## config.mk

```make
export PLATFORM = sky130hd
export DESIGN_NAME = ocx_tlx_credit_tx_cntlr
export DESIGN_NICKNAME = d
export VERILOG_FILES = /design/src/rtl/ocx_tlx_credit_pkg.sv /design/src/rtl/ocx_tlx_credit_err_latch.sv /design/src/rtl/ocx_tlx_credit_tx_cntlr.sv
export SDC_FILE = /design/constraint.sdc
export NUM_CORES = 1
export LEC_CHECK = 0
export ABC_AREA = 0
export BUFFER_PORTS_ARGS = -buffer_cell sky130_fd_sc_hd__buf_2
export CAP_MARGIN = 20
export CELL_PAD_IN_SITES_DETAIL_PLACEMENT = 1
export CELL_PAD_IN_SITES_GLOBAL_PLACEMENT = 2
export CORE_ASPECT_RATIO = 1.25
export CORE_MARGIN = 5
export CORE_UTILIZATION = 31
export DETAILED_ROUTE_END_ITERATION = 12
export GPL_TIMING_DRIVEN = 0
export HOLD_SLACK_MARGIN = 0.02
export PLACE_DENSITY = 0.8
export SLEW_MARGIN = 20
export SYNTH_ARGS = -nofsm -noshare
export SYNTH_HDL_FRONTEND = slang
export SYNTH_SLANG_ARGS = --single-unit
```

## constraint.sdc

```tcl
create_clock -name clock -period 6 [get_ports clock]
set_input_delay 0.3 -clock clock [delete_from_list [all_inputs] [get_ports clock]]
set_output_delay 0.3 -clock clock [all_outputs]
set_load 0.02 [all_outputs]
```

## src/rtl/ocx_tlx_credit_pkg.sv

```systemverilog
// Shared definitions for the TLX transmit and receive credit blocks.
// Holds the credit FSM state encoding and the default credit widths.
package ocx_tlx_credit_pkg;

  typedef enum logic [1:0] {
    StIdle    = 2'b00,
    StLoad    = 2'b01,
    StActive  = 2'b10,
    StQuiesce = 2'b11
  } credit_state_e;

  localparam int unsigned CreditWidthDef = 5;
  localparam int unsigned InitCreditsDef = 16;
  localparam int unsigned RetWidthDef    = 3;

endpackage

```

## src/rtl/ocx_tlx_credit_err_latch.sv

```systemverilog
// Pulse-to-sticky error capture: a set pulse is held until reset or clear.
// Clear wins over a coincident set.
module ocx_tlx_credit_err_latch (
  input  logic clk_i,
  input  logic rst_i,
  input  logic clr_i,
  input  logic set_i,
  output logic err_o
);

  logic err_q, err_d;

  always_comb begin
    err_d = err_q | set_i;
    if (clr_i) err_d = 1'b0;
  end

  always_ff @(posedge clk_i or posedge rst_i) begin
    if (rst_i) err_q <= 1'b0;
    else       err_q <= err_d;
  end

  assign err_o = err_q;

endmodule

```

## src/rtl/ocx_tlx_credit_tx_cntlr.sv

```systemverilog
// Transmit-side credit manager guarding a remote receive FIFO against overflow.
// Define OCX_TLX_CREDIT_ERR_STICKY_EN to make the error outputs sticky (cleared by credit_init).
module ocx_tlx_credit_tx_cntlr
  import ocx_tlx_credit_pkg::*;
#(
  parameter int unsigned CREDIT_WIDTH = CreditWidthDef,
  parameter int unsigned INIT_CREDITS = InitCreditsDef,
  parameter int unsigned RET_WIDTH    = RetWidthDef
) (
  input  logic                    clock,
  input  logic                    reset,
  input  logic                    credit_init,
  input  logic                    tx_send,
  input  logic                    credit_return_valid,
  input  logic [RET_WIDTH-1:0]    credit_return_cnt,
  output logic                    tx_credit_ok,
  output logic                    tx_credit_look_ahead,
  output logic [CREDIT_WIDTH-1:0] credit_count,
  output logic                    credit_all_returned,
  output logic                    credit_underflow_error,
  output logic                    credit_overflow_error
);

  localparam int unsigned SumW = CREDIT_WIDTH + 1;
  localparam logic [CREDIT_WIDTH-1:0] InitCount = CREDIT_WIDTH'(INIT_CREDITS);
  localparam logic [SumW-1:0]         InitSum   = SumW'(INIT_CREDITS);

  credit_state_e           state_q, state_d;
  logic [CREDIT_WIDTH-1:0] count_q, count_d;
  logic [SumW-1:0]         ret_add, sum;
  logic                    send_ok, udf_evt, ovf_evt;

  assign tx_credit_ok = (state_q == StActive) && (count_q != '0);
  assign send_ok      = tx_send & tx_credit_ok;
  assign udf_evt      = tx_send & ~tx_credit_ok;

  always_comb begin
    state_d = state_q;
    count_d = count_q;
    ovf_evt = 1'b0;
    ret_add = '0;
    sum     = '0;
    unique case (state_q)
      StIdle: begin
        state_d = StLoad;
        ovf_evt = credit_return_valid;
      end
      StLoad: begin
        state_d = StActive;
        count_d = InitCount;
        ovf_evt = credit_return_valid;
      end
      StActive: begin
        if (credit_init) state_d = StQuiesce;
      end
      StQuiesce: begin
        // Leave quiesce only once every credit is back, judged on the registered count.
        if (count_q == InitCount) state_d = StActive;
      end
      default: state_d = StIdle;
    endcase

    if ((state_q == StActive) || (state_q == StQuiesce)) begin
      ret_add = credit_return_valid ? SumW'(credit_return_cnt) : '0;
      sum     = {1'b0, count_q} + ret_add - SumW'(send_ok);
      if (sum > InitSum) begin
        count_d = InitCount;
        ovf_evt = 1'b1;
      end else begin
        count_d = sum[CREDIT_WIDTH-1:0];
      end
    end
  end

  always_ff @(posedge clock or posedge reset) begin
    if (reset) begin
      state_q <= StIdle;
      count_q <= '0;
    end else begin
      state_q <= state_d;
      count_q <= count_d;
    end
  end

  assign tx_credit_look_ahead = (state_d == StActive) && (count_d != '0);
  assign credit_count         = count_q;
  assign credit_all_returned  = (count_q == InitCount);

`ifdef OCX_TLX_CREDIT_ERR_STICKY_EN
  ocx_tlx_credit_err_latch u_udf_latch (
    .clk_i (clock),
    .rst_i (reset),
    .clr_i (credit_init),
    .set_i (udf_evt),
    .err_o (credit_underflow_error)
  );

  ocx_tlx_credit_err_latch u_ovf_latch (
    .clk_i (clock),
    .rst_i (reset),
    .clr_i (credit_init),
    .set_i (ovf_evt),
    .err_o (credit_overflow_error)
  );
`else
  assign credit_underflow_error = udf_evt;
  assign credit_overflow_error  = ovf_evt;
`endif

endmodule

```

==> reports/qor.yml, run 1 <==
power-per-cell-area_nw_per_um2: 550
cp_cell_sequence: "or3_1 -> nand2b_1 -> nor2_1 -> nor2_1 -> and2_1 -> ha_1 -> inv_1 -> ha_1 -> fa_1 -> nand3_1 -> and3_1 -> nor2_1 -> o41ai_2 -> o31a_1 -> buf_2"
yosys_warnings: 0
synth.cell_area_sq_um: 706
hp-class: "in2reg"
clkLatencyLatePin_ns: 0.25
crit_type: "reg2out"
die_area_sq_um: 3340
crit_path_frequent_cell: "nor2_1"
rsz0062_at_grt: "no"
htreeDepth: 1
combPwrFrac_pct: 74.4
postCtsSetupRepairBufs: 0
cp-start-kind: "register"
cp_max_fo: 4
drtIter0Drc: 19
ctsResizeCount: 0
pwr-share-clk_pct: 9.1
hold_violations: 0
fmax_ghz: 0.250
syn_inst: 90
drive_gt1_share_pct: 22.3
drcViolationCount: 0
switching_share_pct: 51.8
gp_congestion: 0.785
diodes: 0
maxCapViolCount: 0
antenna_found_initial: 0
io_buffer_count: 17
core-area_sq_um: 2190
status: "completed"
arrival_ns: 3.70
grt_pass1_vias: 768
seqPwrFrac_pct: 16.5
leakagePower_nw: 0.447
detail-route-antenna-nets: 0
synth.distinct_cells: 33
cts_root_buf: "clkbuf_4"
final_cell_mix: "buf_2, inv_1, nor2_1"
grt_pass1_wl_um: 3390
wire_per_inst_um: 13.1
vias: 694
grt_overflow: 0
worst_slew_pin_slew_ns: 0.343
cts_num_sinks: 7
slowest_delay_ns: 0.43
rows: 19
avgSynthCellArea_sq_um: 7.84
viasPerCell: 4.85
layout_commonest_cell: "buf_2"
totalNegativeSetupSlack_ns: 0
slew_headroom_pct: 76.8
slowest_stage: "o41ai_2"
grt_usage_pct: 13.5
finalMaxSlewViolations: 0
nets: 130
ir_drop_v: 0.000246
hold_buffers: 1
hpwl_um: 1600
die_width_um: 52.7
cts_buffer_depth: 2
die_y_um: 63.3
total_power_mw: 0.476
ys_seq_elements: 7
ios: 18
synth_nets: 107
post-route-period-util_pct: 66.7
cts_tree: "done"
setup_viol: 0
switchingPower_mw: 0.247
first_pass_iters: 3
fin_skew_ns: 0.000660
fin_crit_ns: 4.00
floorplan.initialDensity_pct: 32.3
cts-buffers-inserted: 3
required_ns: 5.70
drt_wl_total_um: 1880
p_int_mw: 0.229
area_growth_pct: 22.7
grt_max_degree: 11
yosysSeqAreaShare_pct: 24.8
endpoint_kind: "primary output"
clk_pin_slew_ns: 0.05
[metrics by stage]
| stage | setup WS, ns | std cells | hold slack, ns | area [sq um] | utilization [%] |
|---|---|---|---|---|---|
| 2_1_floorplan | 2.46 | 90 | 0.103 | 706 | - |
| 3_3_place_gp | 2.28 | 138 | 0.240 | 830 | 37.9 |
| 3_5_place_dp | 2.28 | 138 | 0.250 | 830 | 37.9 |
| 4_1_cts | 1.98 | 143 | 0.319 | 866 | 39.6 |
| 5_1_grt | 1.77 | 143 | 0.367 | 866 | 39.6 |
| 6_report | 2.00 | 143 | 0.328 | 866 | 39.6 |
[worst max-delay path: cells and delay by family (launching register included)]
| family | cells | cell delay [ns] |
|---|---|---|
| flops | 1 | 0.40 |
| fa+ha+maj | 3 | 0.90 |
| simple gates | 8 | 1.31 |
| compound gates | 2 | 0.63 |
| buf+inv | 2 | 0.21 |
[layout make-up]
type,instances,area (sq um)
fillers,297,1320
multi-input cells,67,469
flip-flops and latches,7,175
repair buffers,18,95.1
inverters,15,56.3
well taps,31,38.8
clock buffers,4,26.3
plain buffers,1,5.00
[cell usage after synthesis (all sizes together)]
master,n,area (sq um)
inv,14,52.6
nor2,11,41.3
ha,8,100
dfrtp,7,175
nand2,6,22.5
o21ai,6,30.0
a21oi,5,25.0
nor3,4,20.0
or3,3,18.8
a22o,2,17.5
nand2b,2,12.5
nand3b,2,15.0
a211oi,1,12.5
a31oi,1,6.26
a32oi,1,8.76
and2,1,6.26
and3,1,6.26
buf,1,5.00
clkinv,1,3.75
fa,1,20.0
nand3,1,5.00
nand4b,1,8.76
nor2b,1,6.26
nor4bb,1,10.0
o21a,1,8.76
o21ba,1,10.0
o311ai,1,8.76
o31a,1,8.76
o41ai,1,16.3
or2,1,6.26
xnor2,1,8.76
xor2,1,8.76
[per-layer routing]
layer  routed length, um  GRT usage, %
met5                   0             0
met4                  24          7.67
met3                  37          1.42
met2                 982          22.2
met1                 832          16.4
[sequential cells by signal (all words and copies together) (netlist names)]
register,count
credit_count,5
state_q,2
[cell families (layout without fill, tap and decap cells)]
family	after synthesis	count (layout)	synth area share [%]
AOI/OAI and AO/OA	21	21	21.6
xor gates and xnor gates	2	2	2.48
adders and majority gates	9	9	17.0
buffers and inverters	16	38	8.69
DFF	7	7	24.8
and+or+nand+nor	35	35	25.4
[power groups by stage]
stage                     logic (mW)  clock network [mW]  registers [mW]
after detailed placement       0.356                   0          0.0798
after global routing           0.398              0.0476          0.0821
after CTS                      0.358              0.0454          0.0792
after global placement         0.352                   0          0.0794
after floorplan                0.255                   0          0.0870
final                          0.354              0.0432          0.0786
[worst paths after layout]
path,from,endpoint,slack (ns),depth (start not counted)
worst min-delay path,credit_init,state_q[0],0.33,3
max in group asynchronous,reset,state_q[1],5.28,3
worst max-delay path,credit_count[2],tx_credit_look_ahead,2.00,15
worst min register to register,credit_count[0],credit_count[0],0.54,2
min in group asynchronous,reset,credit_count[2],0.51,3
worst max register to register,credit_count[2],credit_count[1],2.78,14
(Power assumes the default switching activity.)
==> run 2, diff against run 1 <==
Settings changed: CORE_UTILIZATION 31 to 26, PLACE_DENSITY 0.8 to 0.71.
Clock period 6 ns to 3.4 ns, I/O delays scaled along.
==> run 2 against run 1 <==
Against the previous run: the run now ends with setup timing left; worst hold slack got worse by 0.050 ns; count of clock-buffer cells in the layout unchanged; wire length increased by 35%; clock power increased by 78%; via count increased by 17%; first-iteration DRC count decreased by 16%; clock skew increased by 0.0027 ns; worst setup slack got worse by 2.1 ns; critical endpoint unchanged.
==> reports/qor.yml, run 2 (synthesis results as in run 1) <==
status: "complete, but fails checks"
violations: "setup timing"
required_ns: 3.23
cts_root_buf: "clkbuf_4"
seqPwrFrac_pct: 11.2
antenna_found_initial: 0
fin_cells: 165
cts_tree: "done"
r2r_cells: 19
cts_buffer_depth: 2
fmax_ghz: 0.288
r2r-start: "credit_count[0]"
worst_slew_pin_slew_ns: 0.395
hold_depth: 3
htreeDepth: 1
final_cell_mix: "buf_4, buf_2, inv_1"
grt_overflow: 0
largest_reg_flops: 5
vias: 814
rsz0062_at_grt: "yes"
core-area_sq_um: 2650
detail-route-antenna-nets: 0
maxCapViolCount: 0
rows: 21
cts-buffers-inserted: 3
crit_type: "reg2out"
grt_pass1_wl_um: 4020
post_dp_cell_area_sq_um: 833
p_int_mw: 0.672
switchingPower_mw: 0.586
switching_share_pct: 46.6
drcViolationCount: 0
die_area_sq_um: 3860
clk_pin_slew_ns: 0.05
r2r-end: "credit_count[3]"
drtIter0Drc: 16
first_pass_iters: 4
worstHoldEndpoint: "state_q[0]"
grt_max_degree: 11
hpwl_um: 1690
drt_wl_total_um: 2530
cp_max_fo: 3
endpoint_kind: "primary output"
power-per-cell-area_nw_per_um2: 1090
hold_violations: 0
grt_pass1_vias: 854
slew_headroom_pct: 73.5
cts_num_sinks: 7
viasPerCell: 4.93
io_buffer_count: 17
finalMaxSlewViolations: 0
arrival_ns: 3.30
pwr-share-clk_pct: 6.1
grt_usage_pct: 13.6
hp-class: "in2reg"
die_y_um: 68.2
cp-start-kind: "register"
ir_drop_v: 0.000361
gp_congestion: 0.774
die_width_um: 56.6
floorplan.initialDensity_pct: 26.6
dp_cells: 141
clkLatencyLatePin_ns: 0.25
combPwrFrac_pct: 82.7
min-delay-start: "credit_init"
fill_cells: 322
leakagePower_nw: 0.557
fin_skew_ns: 0.00334
fin_crit_ns: 3.47
regToRegSetupSlack_ns: 0.04
wire_per_inst_um: 15.4
drive_gt1_share_pct: 48.9
area_growth_pct: 63.8
nets: 149
diodes: 0
design_area_sq_um: 1160
layout_commonest_cell: "buf_4"
ios: 18
setup_viol: 1
post-route-period-util_pct: 102
setup_ws_ns: -0.0703
run 2: changes by cell type in the layout (fill, tap and decap cells not counted), sizes merged:
cell,delta
buf,+19
run 2: layout make-up:
| cell class | instances | area [sq um] | area share [%] |
|---|---|---|---|
| Buffer | 1 | 5.00 | 0.433 |
| Clock buffer | 4 | 26.3 | 2.27 |
| Inverter | 15 | 56.3 | 4.87 |
| Multi-Input combinational cell | 67 | 607 | 52.5 |
| Sequential cell | 7 | 175 | 15.2 |
| Tap cell | 34 | 42.5 | 3.68 |
| Timing Repair Buffer | 37 | 244 | 21.1 |
run 2: metrics by stage:
step	utilization [%]	TNS, ns	setup WS, ns	hold slack, ns	power, mW
6_report	43.6	-0.0703	-0.0703	0.278	1.26
3_5_place_dp	31.4	-0.175	-0.170	0.113	0.774
3_3_place_gp	31.4	-0.160	-0.160	0.107	0.768
2_1_floorplan	-	0	0.00894	-0.0266	0.603
5_1_grt	43.6	-0.383	-0.167	0.271	1.36
4_1_cts	40.9	-0.0432	-0.0432	0.230	1.14
run 2: worst max path at each step:
stage / from / endpoint / slack, ns
3_5_place_dp: credit_count[2] / tx_credit_look_ahead / -0.17
5_1_grt: credit_count[0] / tx_credit_look_ahead / -0.17
3_3_place_gp: credit_count[2] / tx_credit_look_ahead / -0.16
2_1_floorplan: credit_count[2] / tx_credit_look_ahead / 0.009
6_report: credit_count[0] / tx_credit_look_ahead / -0.07
4_1_cts: credit_count[0] / tx_credit_look_ahead / -0.04
run 2: worst max-delay path: stages (launching register included):
cell and delay, ns:
dfrtp_1 0.38, or3_4 0.40, nand2b_4 0.17, nor2_4 0.13, nor2_4 0.05, and2_4 0.14
ha_4 0.25, inv_2 0.04, ha_4 0.17, fa_2 0.37, nand3_2 0.09, and3_4 0.22
nor2_4 0.05, o41ai_4 0.24, o31a_1 0.23, buf_6 0.13
run 2: repair_timing:
item                                    CTS  global route
resized for setup                        27             3
hold buffers                              1             0
endpoints found under the setup margin    2             3
pin swaps                                14             6
endpoints found under the hold margin     7             0
setup buffers                            11             8
run 2: power by group through the flow:
stage / Clock, mW / Combinational [mW] / Sequential, mW
global placement: 0 / 0.626 / 0.142
finish: 0.0771 / 1.04 / 0.141
floorplan: 0 / 0.450 / 0.153
CTS: 0.0765 / 0.924 / 0.138
global route: 0.0842 / 1.13 / 0.145
detailed placement: 0 / 0.633 / 0.141
run 2: routing by layer:
| layer | share of wire (%) | GRT usage (%) | vias up |
|---|---|---|---|
| met3 | 2.6 | 1.32 | 5 |
| met2 | 57 | 27.3 | 11 |
| met5 | 0 | 0 | - |
| li1 | - | - | 393 |
| met4 | 1.1 | 5.34 | 0 |
| met1 | 39 | 14.4 | 405 |
==> run 3, diff against run 2 <==
Settings changed: PLACE_DENSITY 0.71 to 0.75.
==> run 3 against run 2 <==
Against the previous run: the run still ends with setup timing left; clock skew grew 0.0023 ns; worst setup slack improved by 0.041 ns; clock power down 2%; global-route usage is 1.9 points lower.
==> reports/qor.yml, run 3 (synthesis results as in run 1) <==
status: "complete, but fails checks"
violations: "setup timing"
layout_commonest_cell: "buf_2"
cp-start-kind: "register"
post-route-period-util_pct: 101
drtIter0Drc: 17
hold_violations: 0
ios: 18
hp-class: "in2reg"
area_growth_pct: 51.1
hpwl_um: 1680
cp_max_fo: 3
clk_pin_slew_ns: 0.06
drt_wl_total_um: 2150
nets: 138
worstHoldEndpoint: "state_q[0]"
r2r-start: "credit_count[1]"
diodes: 0
total_power_mw: 1.10
largest_reg_flops: 5
slew_headroom_pct: 76.1
maxCapViolCount: 0
worst_slew_pin_slew_ns: 0.353
endpoint_kind: "primary output"
wire_per_inst_um: 14.0
cts_num_sinks: 7
pre_cts_slack_ns: -0.188
fin_skew_ns: 0.00568
cts_root_buf: "clkbuf_4"
detail-route-antenna-nets: 0
viasPerCell: 4.89
r2r_cells: 14
drive_gt1_share_pct: 43.3
ir_drop_v: 0.000389
grt_pass1_wl_um: 3550
regToRegSetupSlack_ns: 0.48
htreeDepth: 1
floorplan.initialDensity_pct: 26.6
die_area_sq_um: 3860
die_width_um: 56.6
first_pass_iters: 6
grt_overflow: 0
gp_congestion: 0.745
arrival_ns: 3.26
utilization_pct: 40.2
final_cell_mix: "buf_2, inv_1, nor2_1, buf_4, dfrtp_1"
vias: 753
grt_max_degree: 11
cts_buffer_depth: 2
setup_ws_ns: -0.0295
die_y_um: 68.2
rsz0062_at_grt: "yes"
leakagePower_nw: 0.501
rows: 21
core-area_sq_um: 2650
required_ns: 3.23
drcViolationCount: 0
cts_tree: "done"
io_buffer_count: 17
min-delay-start: "credit_init"
fmax_ghz: 0.292
finalMaxSlewViolations: 0
crit_type: "reg2out"
antenna_found_initial: 0
cts-buffers-inserted: 3
grt_pass1_vias: 796
hold_depth: 3
clkLatencyLatePin_ns: 0.25
grt_usage_pct: 11.7
power-per-cell-area_nw_per_um2: 1030
fin_crit_ns: 3.43
setup_viol: 1
r2r-end: "credit_count[2]"
==> run 3: changes by cell type in the layout (fill, tap and decap cells not counted) <==
cell,delta
a32oi_2,-1
a32oi_1,+1
buf_4,-11
==> run 3: area by class of cell <==
type	count	area [sq um]
inverters	15	56.3
fillers	322	1590
repair buffers	26	161
well taps	34	42.5
plain buffers	1	5.00
flip-flops and latches	7	175
clock buffers	4	26.3
multi-input cells	67	599
==> run 3: worst max-delay path: stages, from the launching register on <==
cell and delay [ns]:
dfrtp_1 0.39, or3_4 0.38, nand2b_4 0.16, nor2_4 0.12, nor2_4 0.05, and2_4 0.14, ha_4 0.25, inv_2 0.04
ha_4 0.17, fa_2 0.38, nand3_2 0.09, and3_4 0.21, nor2_4 0.05, o41ai_4 0.25, o31a_1 0.22, buf_6 0.13
==> run 3: per-stage QoR <==
step | TNS [ns] | hold slack, ns | cell area (sq um) | std cells
2_1_floorplan | 0 | -0.0266 | 706 | 90
3_3_place_gp | -0.158 | 0.106 | 833 | 141
3_5_place_dp | -0.188 | 0.118 | 833 | 141
4_1_cts | -0.0355 | 0.225 | 1020 | 152
5_1_grt | -0.247 | 0.256 | 1070 | 154
6_report | -0.0295 | 0.244 | 1070 | 154
==> run 3: what timing repair did <==
| action | in CTS | in global routing |
|---|---|---|
| setup buffers | 6 | 2 |
| gates resized for setup | 24 | 5 |
| pin swaps | 12 | 3 |
| hold buffers | 1 | 0 |
| endpoints found under the setup margin | 2 | 2 |
| hold endpoints to repair | 7 | 0 |
==> run 3: how the worst max path moves through the flow <==
| stage | start | to | slack (ns) |
|---|---|---|---|
| 6_report | credit_count[1] | tx_credit_look_ahead | -0.03 |
| 5_1_grt | credit_count[1] | tx_credit_look_ahead | -0.14 |
| 4_1_cts | credit_count[0] | tx_credit_look_ahead | -0.04 |
| 3_5_place_dp | credit_count[2] | tx_credit_look_ahead | -0.19 |
| 3_3_place_gp | credit_count[2] | tx_credit_look_ahead | -0.16 |
| 2_1_floorplan | credit_count[2] | tx_credit_look_ahead | 0.009 |
==> run 3: report_power, final <==
group | internal (mW) | switching [mW] | total (mW) | leakage [nW]
registers | 0.110 | 0.0319 | 0.142 | 0.0839
logic | 0.410 | 0.474 | 0.884 | 0.402
clock network | 0.0448 | 0.0306 | 0.0754 | 0.0150
total | 0.564 | 0.536 | 1.10 | 0.501
==> run 3: per-layer routing <==
metal  routed length (um)  track usage (%)  up-vias
met1                  835             11.6      362
met5                    0                0        -
met4                   38             3.56        0
met3                   52             1.13        8
met2                 1220             25.0       14
li1                     -                -      369
